==> src/rtl/stopwatch_ctrl.sv <==
// Two-digit BCD stopwatch: prescaled tick, IDLE/RUN/PAUSE control, 7-segment drive.
// Latency: tick_o/digits/ovf_o update on the wrapping edge; seg_lo/seg_hi lag the digits by 1 cycle.
// Backpressure: none; btn_* are single-cycle pulses consumed on the edge they are seen.
// Optional lap-hold feature is enabled by defining STOPWATCH_LAP_EN.
module stopwatch_ctrl #(
  parameter logic [31:0] TICK_DIV = 32'd10_000_000
) (
  input  logic       clk,
  input  logic       rst,
  input  logic       btn_ss,
  input  logic       btn_clr,
`ifdef STOPWATCH_LAP_EN
  input  logic       btn_lap,
  output logic       lap_o,
`endif
  output logic       tick_o,
  output logic [1:0] state_o,
  output logic [3:0] digit_lo,
  output logic [3:0] digit_hi,
  output logic [6:0] seg_lo,
  output logic [6:0] seg_hi,
  output logic       ovf_o
);

  typedef enum logic [1:0] {
    ST_IDLE  = 2'b00,
    ST_RUN   = 2'b01,
    ST_PAUSE = 2'b10
  } state_t;

  localparam logic [31:0] TICK_LAST = TICK_DIV - 32'd1;
  localparam logic [6:0]  SEG_ZERO  = 7'b1000000;

  state_t      state_q, state_d;
  logic [31:0] presc_q, presc_d;
  logic [3:0]  digit_lo_q, digit_lo_d;
  logic [3:0]  digit_hi_q, digit_hi_d;
  logic        tick_q, tick_d;
  logic        ovf_q, ovf_d;
  logic [6:0]  seg_lo_q, seg_lo_d;
  logic [6:0]  seg_hi_q, seg_hi_d;
  logic        run_stay;
  logic [3:0]  show_lo, show_hi;

  // Active-low {g,f,e,d,c,b,a}; undefined codes blank to the "0" pattern.
  function automatic logic [6:0] seg_decode(input logic [3:0] d);
    logic [6:0] s;
    case (d)
      4'd0:    s = 7'b1000000;
      4'd1:    s = 7'b1111001;
      4'd2:    s = 7'b0100100;
      4'd3:    s = 7'b0110000;
      4'd4:    s = 7'b0011001;
      4'd5:    s = 7'b0010010;
      4'd6:    s = 7'b0000010;
      4'd7:    s = 7'b1111000;
      4'd8:    s = 7'b0000000;
      4'd9:    s = 7'b0010000;
      default: s = 7'b1000000;
    endcase
    return s;
  endfunction

  // Counting only happens when RUN is kept through this edge; a start/stop or
  // clear press freezes the prescaler so a would-be wrap produces no tick.
  assign run_stay = (state_q == ST_RUN) && !btn_ss && !btn_clr;

  // FSM next state: clear wins over start/stop.
  always_comb begin
    state_d = state_q;
    if (btn_clr) begin
      state_d = ST_IDLE;
    end else if (btn_ss) begin
      case (state_q)
        ST_IDLE:  state_d = ST_RUN;
        ST_RUN:   state_d = ST_PAUSE;
        ST_PAUSE: state_d = ST_RUN;
        default:  state_d = ST_IDLE;
      endcase
    end
  end

  // Prescaler, BCD digits, tick and overflow pulses.
  always_comb begin
    presc_d    = presc_q;
    digit_lo_d = digit_lo_q;
    digit_hi_d = digit_hi_q;
    tick_d     = 1'b0;
    ovf_d      = 1'b0;
    if (btn_clr) begin
      presc_d    = 32'd0;
      digit_lo_d = 4'd0;
      digit_hi_d = 4'd0;
    end else if (run_stay) begin
      if (presc_q == TICK_LAST) begin
        presc_d = 32'd0;
        tick_d  = 1'b1;
        if (digit_lo_q == 4'd9) begin
          digit_lo_d = 4'd0;
          if (digit_hi_q == 4'd9) begin
            digit_hi_d = 4'd0;
            ovf_d      = 1'b1;
          end else begin
            digit_hi_d = digit_hi_q + 4'd1;
          end
        end else begin
          digit_lo_d = digit_lo_q + 4'd1;
        end
      end else begin
        presc_d = presc_q + 32'd1;
      end
    end else if (state_q == ST_IDLE) begin
      presc_d = 32'd0;
    end
  end

`ifdef STOPWATCH_LAP_EN
  logic       lap_q, lap_d;
  logic [3:0] lap_lo_q, lap_lo_d;
  logic [3:0] lap_hi_q, lap_hi_d;

  // Lap hold toggles only in RUN; entering hold snapshots the current digits.
  always_comb begin
    lap_d    = lap_q;
    lap_lo_d = lap_lo_q;
    lap_hi_d = lap_hi_q;
    if (btn_clr) begin
      lap_d = 1'b0;
    end else if (btn_lap && (state_q == ST_RUN)) begin
      lap_d = !lap_q;
      if (!lap_q) begin
        lap_lo_d = digit_lo_q;
        lap_hi_d = digit_hi_q;
      end
    end
  end

  // Lap state registers.
  always_ff @(posedge clk) begin
    if (rst) begin
      lap_q    <= 1'b0;
      lap_lo_q <= 4'd0;
      lap_hi_q <= 4'd0;
    end else begin
      lap_q    <= lap_d;
      lap_lo_q <= lap_lo_d;
      lap_hi_q <= lap_hi_d;
    end
  end

  assign show_lo = lap_q ? lap_lo_q : digit_lo_q;
  assign show_hi = lap_q ? lap_hi_q : digit_hi_q;
  assign lap_o   = lap_q;
`else
  assign show_lo = digit_lo_q;
  assign show_hi = digit_hi_q;
`endif

  // Segment decode feeding the output registers (one cycle behind the digits).
  always_comb begin
    seg_lo_d = seg_decode(show_lo);
    seg_hi_d = seg_decode(show_hi);
  end

  // All state registers; reset discards any partial prescaler count.
  always_ff @(posedge clk) begin
    if (rst) begin
      state_q    <= ST_IDLE;
      presc_q    <= 32'd0;
      digit_lo_q <= 4'd0;
      digit_hi_q <= 4'd0;
      tick_q     <= 1'b0;
      ovf_q      <= 1'b0;
      seg_lo_q   <= SEG_ZERO;
      seg_hi_q   <= SEG_ZERO;
    end else begin
      state_q    <= state_d;
      presc_q    <= presc_d;
      digit_lo_q <= digit_lo_d;
      digit_hi_q <= digit_hi_d;
      tick_q     <= tick_d;
      ovf_q      <= ovf_d;
      seg_lo_q   <= seg_lo_d;
      seg_hi_q   <= seg_hi_d;
    end
  end

  assign state_o  = state_q;
  assign tick_o   = tick_q;
  assign ovf_o    = ovf_q;
  assign digit_lo = digit_lo_q;
  assign digit_hi = digit_hi_q;
  assign seg_lo   = seg_lo_q;
  assign seg_hi   = seg_hi_q;

endmodule

==> config.mk <==
export PLATFORM = sky130hd
export DESIGN_NAME = stopwatch_ctrl
export DESIGN_NICKNAME = d
export VERILOG_FILES = /design/src/rtl/stopwatch_ctrl.sv
export SDC_FILE = /design/constraint.sdc
export NUM_CORES = 1
export LEC_CHECK = 0
export ABC_CLOCK_PERIOD_IN_PS = 2700
export BUFFER_PORTS_ARGS = -buffer_cell sky130_fd_sc_hd__buf_2
export CAP_MARGIN = 10
export CORE_MARGIN = 3
export CORE_UTILIZATION = 44
export CTS_BUF_LIST = sky130_fd_sc_hd__clkbuf_16
export DETAILED_ROUTE_END_ITERATION = 12
export PLACE_DENSITY_LB_ADDON = 0.12
export SLEW_MARGIN = 20
export SYNTH_ARGS = -nofsm -noshare
export SYNTH_HDL_FRONTEND = slang
export SYNTH_SLANG_ARGS = --single-unit
==> constraint.sdc <==
create_clock -name clk -period 2.7 [get_ports clk]
set_clock_uncertainty 0.2 [all_clocks]
set_input_delay 0 -clock clk [delete_from_list [all_inputs] [get_ports clk]]
set_output_delay 0 -clock clk [all_outputs]
set_load 0.1 [all_outputs]
## After elaboration in Yosys (flattened, before gate mapping)

Memories as Yosys holds them, arrays and structs flattened. A register that Yosys moved wholly into a read port is not among the register bits.
Index checks and enable logic that the tools add are counted.

| storage, ports and cells | value |
|---|---|
| bits in registers | 44 |
| ROM bits | 224 |
| input port bits | 4 |
| word-level logic and storage cells | 39 |
| memories | 2 |

Memories:

| name | words | width | rd ports | clocked after Yosys merged registers in | wr ports | line | source |
|---|---|---|---|---|---|---|---|
| (name not given) | 16 | 7 | 1 | 1 | 0 | 48 | `case (d)` |
| (name not given) | 16 | 7 | 1 | 1 | 0 | 48 |  |

| cells by class | value |
|---|---|
| $add $sub $neg | 3 |
| equal/unequal tests | 5 |
| muxes and demuxes | 8 |
| bitwise gates (word level) | 3 |
| reduce and logical (&&, ||, !) cells | 12 |

Operators with widths:

| cell | number |
|---|---|
| 32-bit two-way mux | 3 |
| 32-bit by 1-bit adder with 32-bit output (second input constant) | 1 |
| 32-bit by 24-bit equality test with 1-bit output (second input constant) | 1 |
| 4-bit by 1-bit adder with 4-bit output (second input constant) | 2 |
| 4-bit equality test (second input constant) | 2 |
| 4-bit two-way mux | 2 |
| 5-bit OR reduction | 1 |
| 2-bit case mux with 2 select lines | 1 |
| 2-bit OR reduction | 2 |
| 1-bit inverter | 3 |
| 3-bit AND reduction | 1 |
| 3-bit OR reduction | 1 |
| 2-bit by 1-bit equality test with 1-bit output (second input constant) | 1 |
| 2-bit equality test (second input constant) | 1 |
| 1-bit logical AND | 2 |
| 1-bit logical NOT | 2 |
| 2-bit logical NOT | 1 |
| 1-bit two-way mux | 2 |
| 2-bit AND reduction | 1 |
| 2-bit nonzero test | 1 |

## Longest topological paths before layout

| depth | value |
|---|---|
| word-level depth | 5 |
| depth in mapped cells | 8 |
| gate-level depth less buffers | 7 |

## Least setup slack after synthesis

Ideal clock, no wire load.

| path | value |
|---|---|
| path kind | register to register |
| start | register state_q[0], in the netlist state_o[0] |
| end | register digit_lo_q[3], in the netlist digit_lo[3] |
| arrival time | 2.687 ns |
| data required time | 2.429 ns |
| setup slack | -0.258 ns |
| cell stages (with the launch flop) | 6 |
| buffers on the path | 1 |
| period minus slack after synthesis | 2.958 ns |
| path through | dfxtp_1 > or4b_4 > buf_6 > or4_4 > or3_1 > a21oi_1 |

| between the ends | value |
|---|---|
| cells in the longest elaborated chain, start to end | 4 |

RTL lines:

| what | line | source |
|---|---|---|
| from (decl) | 34 | `state_t state_q, state_d;` |
| from (signal assigned) | 177 | `state_q <= state_d;` |
| 2-bit by 1-bit equality test with 1-bit output | 66 | `assign run_stay = (state_q == ST_RUN) && !btn_ss && !btn_clr;` |
| 1-bit logical AND (2 in series) | 66 |  |
| 2-bit AND reduction (no source line) | - |  |
| to (signal assigned) | 179 | `digit_lo_q <= digit_lo_d;` |
| to (decl) | 36 | `logic [3:0] digit_lo_q, digit_lo_d;` |

Every way passes these cells.
A chain may end at the register's enable or synchronous reset.

## Worst setup path in the final report

| path | value |
|---|---|
| start | register presc_q[1] |
| end | register presc_q[28] |

| between the ends | value |
|---|---|
| cells in the longest elaborated chain, start to end | 3 |
| elaborated cells between the ends (all ways) | 4 |
| those cells by class | 1 x add/sub; 1 x eq/ne; 2 x mux |

RTL lines:

| what | line | source |
|---|---|---|
| from (decl) | 35 | `logic [31:0] presc_q, presc_d;` |
| from (signal assigned) | 178 | `presc_q <= presc_d;` |
| 32-bit by 1-bit adder with 32-bit output or 32-bit by 24-bit equality test with 1-bit output (tied branches) | 110, 95 |  |
| 32-bit two-way mux (*) | 95 | `if (presc_q == TICK_LAST) begin` |
| 32-bit two-way mux (*) | 94 | `end else if (run_stay) begin` |

Mark *: on every way between the ends. The rest lies on a longest branch, timed or not.

==> summary.txt <==
Place
  • Pre-CTS setup slack: 0.180 ns
  • Placer Congestion: 0.775
  • DP HPWL: 4.77 mm
  • Post-DP Area: 3220 um2
  • I/O Buffers: 29

Clock network
  • Later-pin clock latency in the skew report: 0.32 ns
  • Clock net sink count: 58
  • H-tree depth: 3
  • Clock transition at path regs: 0.05 ns
  • CTS root buffer: clkbuf_16
  • CTS tree: done
  • Clock Path Buffers: 2
  • CTS Buf Count: 9

Finish
  • Final instance area: 3550 um2
  • Layout cells sized above 1: 17.6%
  • Ant. Diodes: 0
  • Synth-to-Final Area Change: 20.0%
  • Nets: 414

Timing
  • Slew headroom: 64.7%
  • Worst Max-Slew Pin Slew: 0.525 ns
  • Final worst path period share: 94.2%
  • Endpoints failing setup: 0
  • Fin. Hold Viols: 0
  • F_max: 393 MHz
  • Post-layout min period: 2.54 ns
  • RSZ-0062 raised after global routing: no
  • Max-slew violations: 0
  • Worst setup margin: 0.156 ns

Worst setup path
  • Crit end category: flop
  • Critical Path Max Stage Delay: 0.66 ns
  • Slowest-stage cell, CP: or4_1
  • Worst EP arrival: 2.54 ns
  • Crit Path Category: reg -> reg
  • Critical Path Start Type: flop
  • CP max FO: 5
  • WP buf/inv: 0
  • Cell family with most CP delay: simple AND/OR/NAND/NOR gates
  • Critical path required time: 2.69 ns
  • Critical path cell sequence: ha_1, nand4_1, or4_1, or3_1, o21ai_0, a31oi_1

Yosys
  • Yosys top cell by area: dfxtp_1
  • Synth top area share: 39.2%
  • Post-synth ARST share: 0%
  • Post-synthesis compound-gate area fraction: 17.4%
  • Mapped Cells: 360
  • Netlist Area Pre-Place: 2960 um2
  • Mux contribution to synthesized area: 3.17%
  • Yosys reg bits: 58
  • Syn avg cell area: 8.22 um2
  • Post-synthesis xor/xnor area fraction: 1.18%
  • Largest family of logic cells by synthesized area: simple AND/OR/NAND/NOR gates
  • Ys Warns: 0
  • Adder-cell share of the synthesized area: 4.65%
  • Synth cell types: 50
  • Mapped Nets: 375
  • Share of the yosys chip area belonging to registers: 39.2%
  • Number of flops mapped to enable cells by yosys: 0
  • Ys flop type: dfxtp_1
  • Post-synthesis simple-gate area fraction: 30.4%
  • Synth top area cells: dfxtp_1 (39%), a21oi_1 (5.4%), ha_1 (4.7%)

Die
  • Die X: 88.0 um
  • Starting Density: 46.1%
  • Die Y: 88.0 um
  • Io pins: 30
  • Core Rows: 29
  • Core Box Area: 6420 um2
  • Total die area: 7740 um2

Route
  • DRC viols: 0
  • DR pass1 iterations: 5
  • Vias: 2765
  • Routed Antenna Nets: 0
  • Via/cell ratio: 5.75
  • Wirelength per Cell: 14.3 um
  • DR iter-0 viols: 100
  • DRT Wirelength: 6.86 mm

Global route
  • GRT Total Usage: 19.2%
  • Vias in the first global route: 2479
  • Largest net degree at the start of global routing: 38
  • Gr ovfl total: 0
  • First-pass GRT wire length: 11.7 mm
  • Initial antenna violation count: 0

Pwr
  • Max VDD drop: 0.527 mV
  • Leak: 1.30 nW
  • Design Power: 1.99 mW
  • Power per Cell Area: 559 nW/um2

Run status
  • Outcome: complete, no violations

Run
  • Max Cap Violations: 0

Worst hold path
  • Worst hold path type: reg -> reg
path summary, 6_finish.rpt:
| check | slack (ns) | startpoint | endpoint | depth (start not counted) |
|---|---|---|---|---|
| setup / recovery | 0.16 | presc_q[1] | presc_q[28] | 6 |
| hold / removal | 0.27 | presc_q[31] | presc_q[31] | 1 |
| setup reg to reg | 0.16 | presc_q[1] | presc_q[28] | 6 |
| hold reg to reg | 0.27 | presc_q[31] | presc_q[31] | 1 |
what timing repair did:
action,CTS,global route
hold endpoints to repair,19,0
buffers inserted,0,1
hold buffers,4,0
gates resized for setup,0,0
setup endpoints to repair,0,1
flip-flops by register name (all words and copies together) (netlist names):
signal / cells
state_o: 2
digit_hi: 4
presc_q: 32
ovf_o: 1
seg_lo: 7
tick_o: 1
seg_hi: 7
digit_lo: 4
Yosys cell counts (all sizes together) (2+ instances only):
master	instances
nand2	36
or4b	2
and2	2
nand2b	7
nand3	21
nor2b	5
or2	5
nand4b	3
mux2	3
nor3	13
nor4b	2
inv	9
ha	11
xnor2	4
nor2	28
buf	7
and3	4
clkbuf	11
dfxtp	58
o21ai	16
a31oi	17
nor4	12
a41oi	3
mux2i	6
or4	3
a32oi	2
o21a	3
a21oi	32
a22o	2
and4	4
or3	5
nand4	14
placed cells by master (no fill, tap or decap), drive strengths merged, types with 2 or more instances in the layout:
cell type and n:
a21oi 32, a22o 2, a31oi 17, a32oi 2, a41oi 3, and2 2
and3 4, and4 4, buf 42, clkbuf 9, clkinv 5, dfxtp 58
dlygate4sd3 4, ha 11, inv 10, mux2 3, mux2i 6, nand2 36
nand2b 7, nand3 21, nand4 14, nand4b 3, nor2 28, nor2b 5
nor3 13, nor4 12, nor4b 2, o21a 3, o21ai 16, or2 5
or3 5, or4 3, or4b 2, xnor2 4
per-layer routing:
layer  wire length (um)  global-route usage [%]  up-vias  part of all wire [%]
li1                   -                       -     1417                     -
met1               3270                    25.2     1270                    48
met2               3180                    30.5       72                    46
met3                326                    5.46        6                   4.8
met4                 83                    6.28        0                   1.2
met5                  0                       0        -                     0
through the flow:
stage                     utilization [%]  instances  setup TNS, ns  hold slack (ns)
final                                55.3        481              0            0.273
after global routing                 55.3        481              0            0.289
after CTS                            55.2        480              0            0.265
after detailed placement             50.1        460              0           0.0694
after global placement               50.1        460              0           0.0684
after floorplan                         -        360        -0.0333           -0.131
kinds of logic after synthesis:
family	count (synthesis)
simple gates	166
xor+xnor	4
mux	9
fa+ha+maj	11
buf+inv	27
compound gates	85
flops	58
power by group:
| part | internal (mW) | leakage (nW) | total (mW) | switching [mW] |
|---|---|---|---|---|
| logic | 0.0136 | 0.681 | 0.0420 | 0.0284 |
| clock network | 0.702 | 0.148 | 1.08 | 0.381 |
| registers | 0.858 | 0.468 | 0.860 | 0.00125 |
cell type report:
type | instances | area [um2]
clock buffer | 9 | 225
clock inverter | 7 | 61.3
fill | 623 | 2870
inverter | 9 | 33.8
multi-input combinational | 275 | 1690
sequential | 58 | 1160
tap | 77 | 96.3
timing repair buffer | 46 | 283
Power figures use the tool's default switching activity.
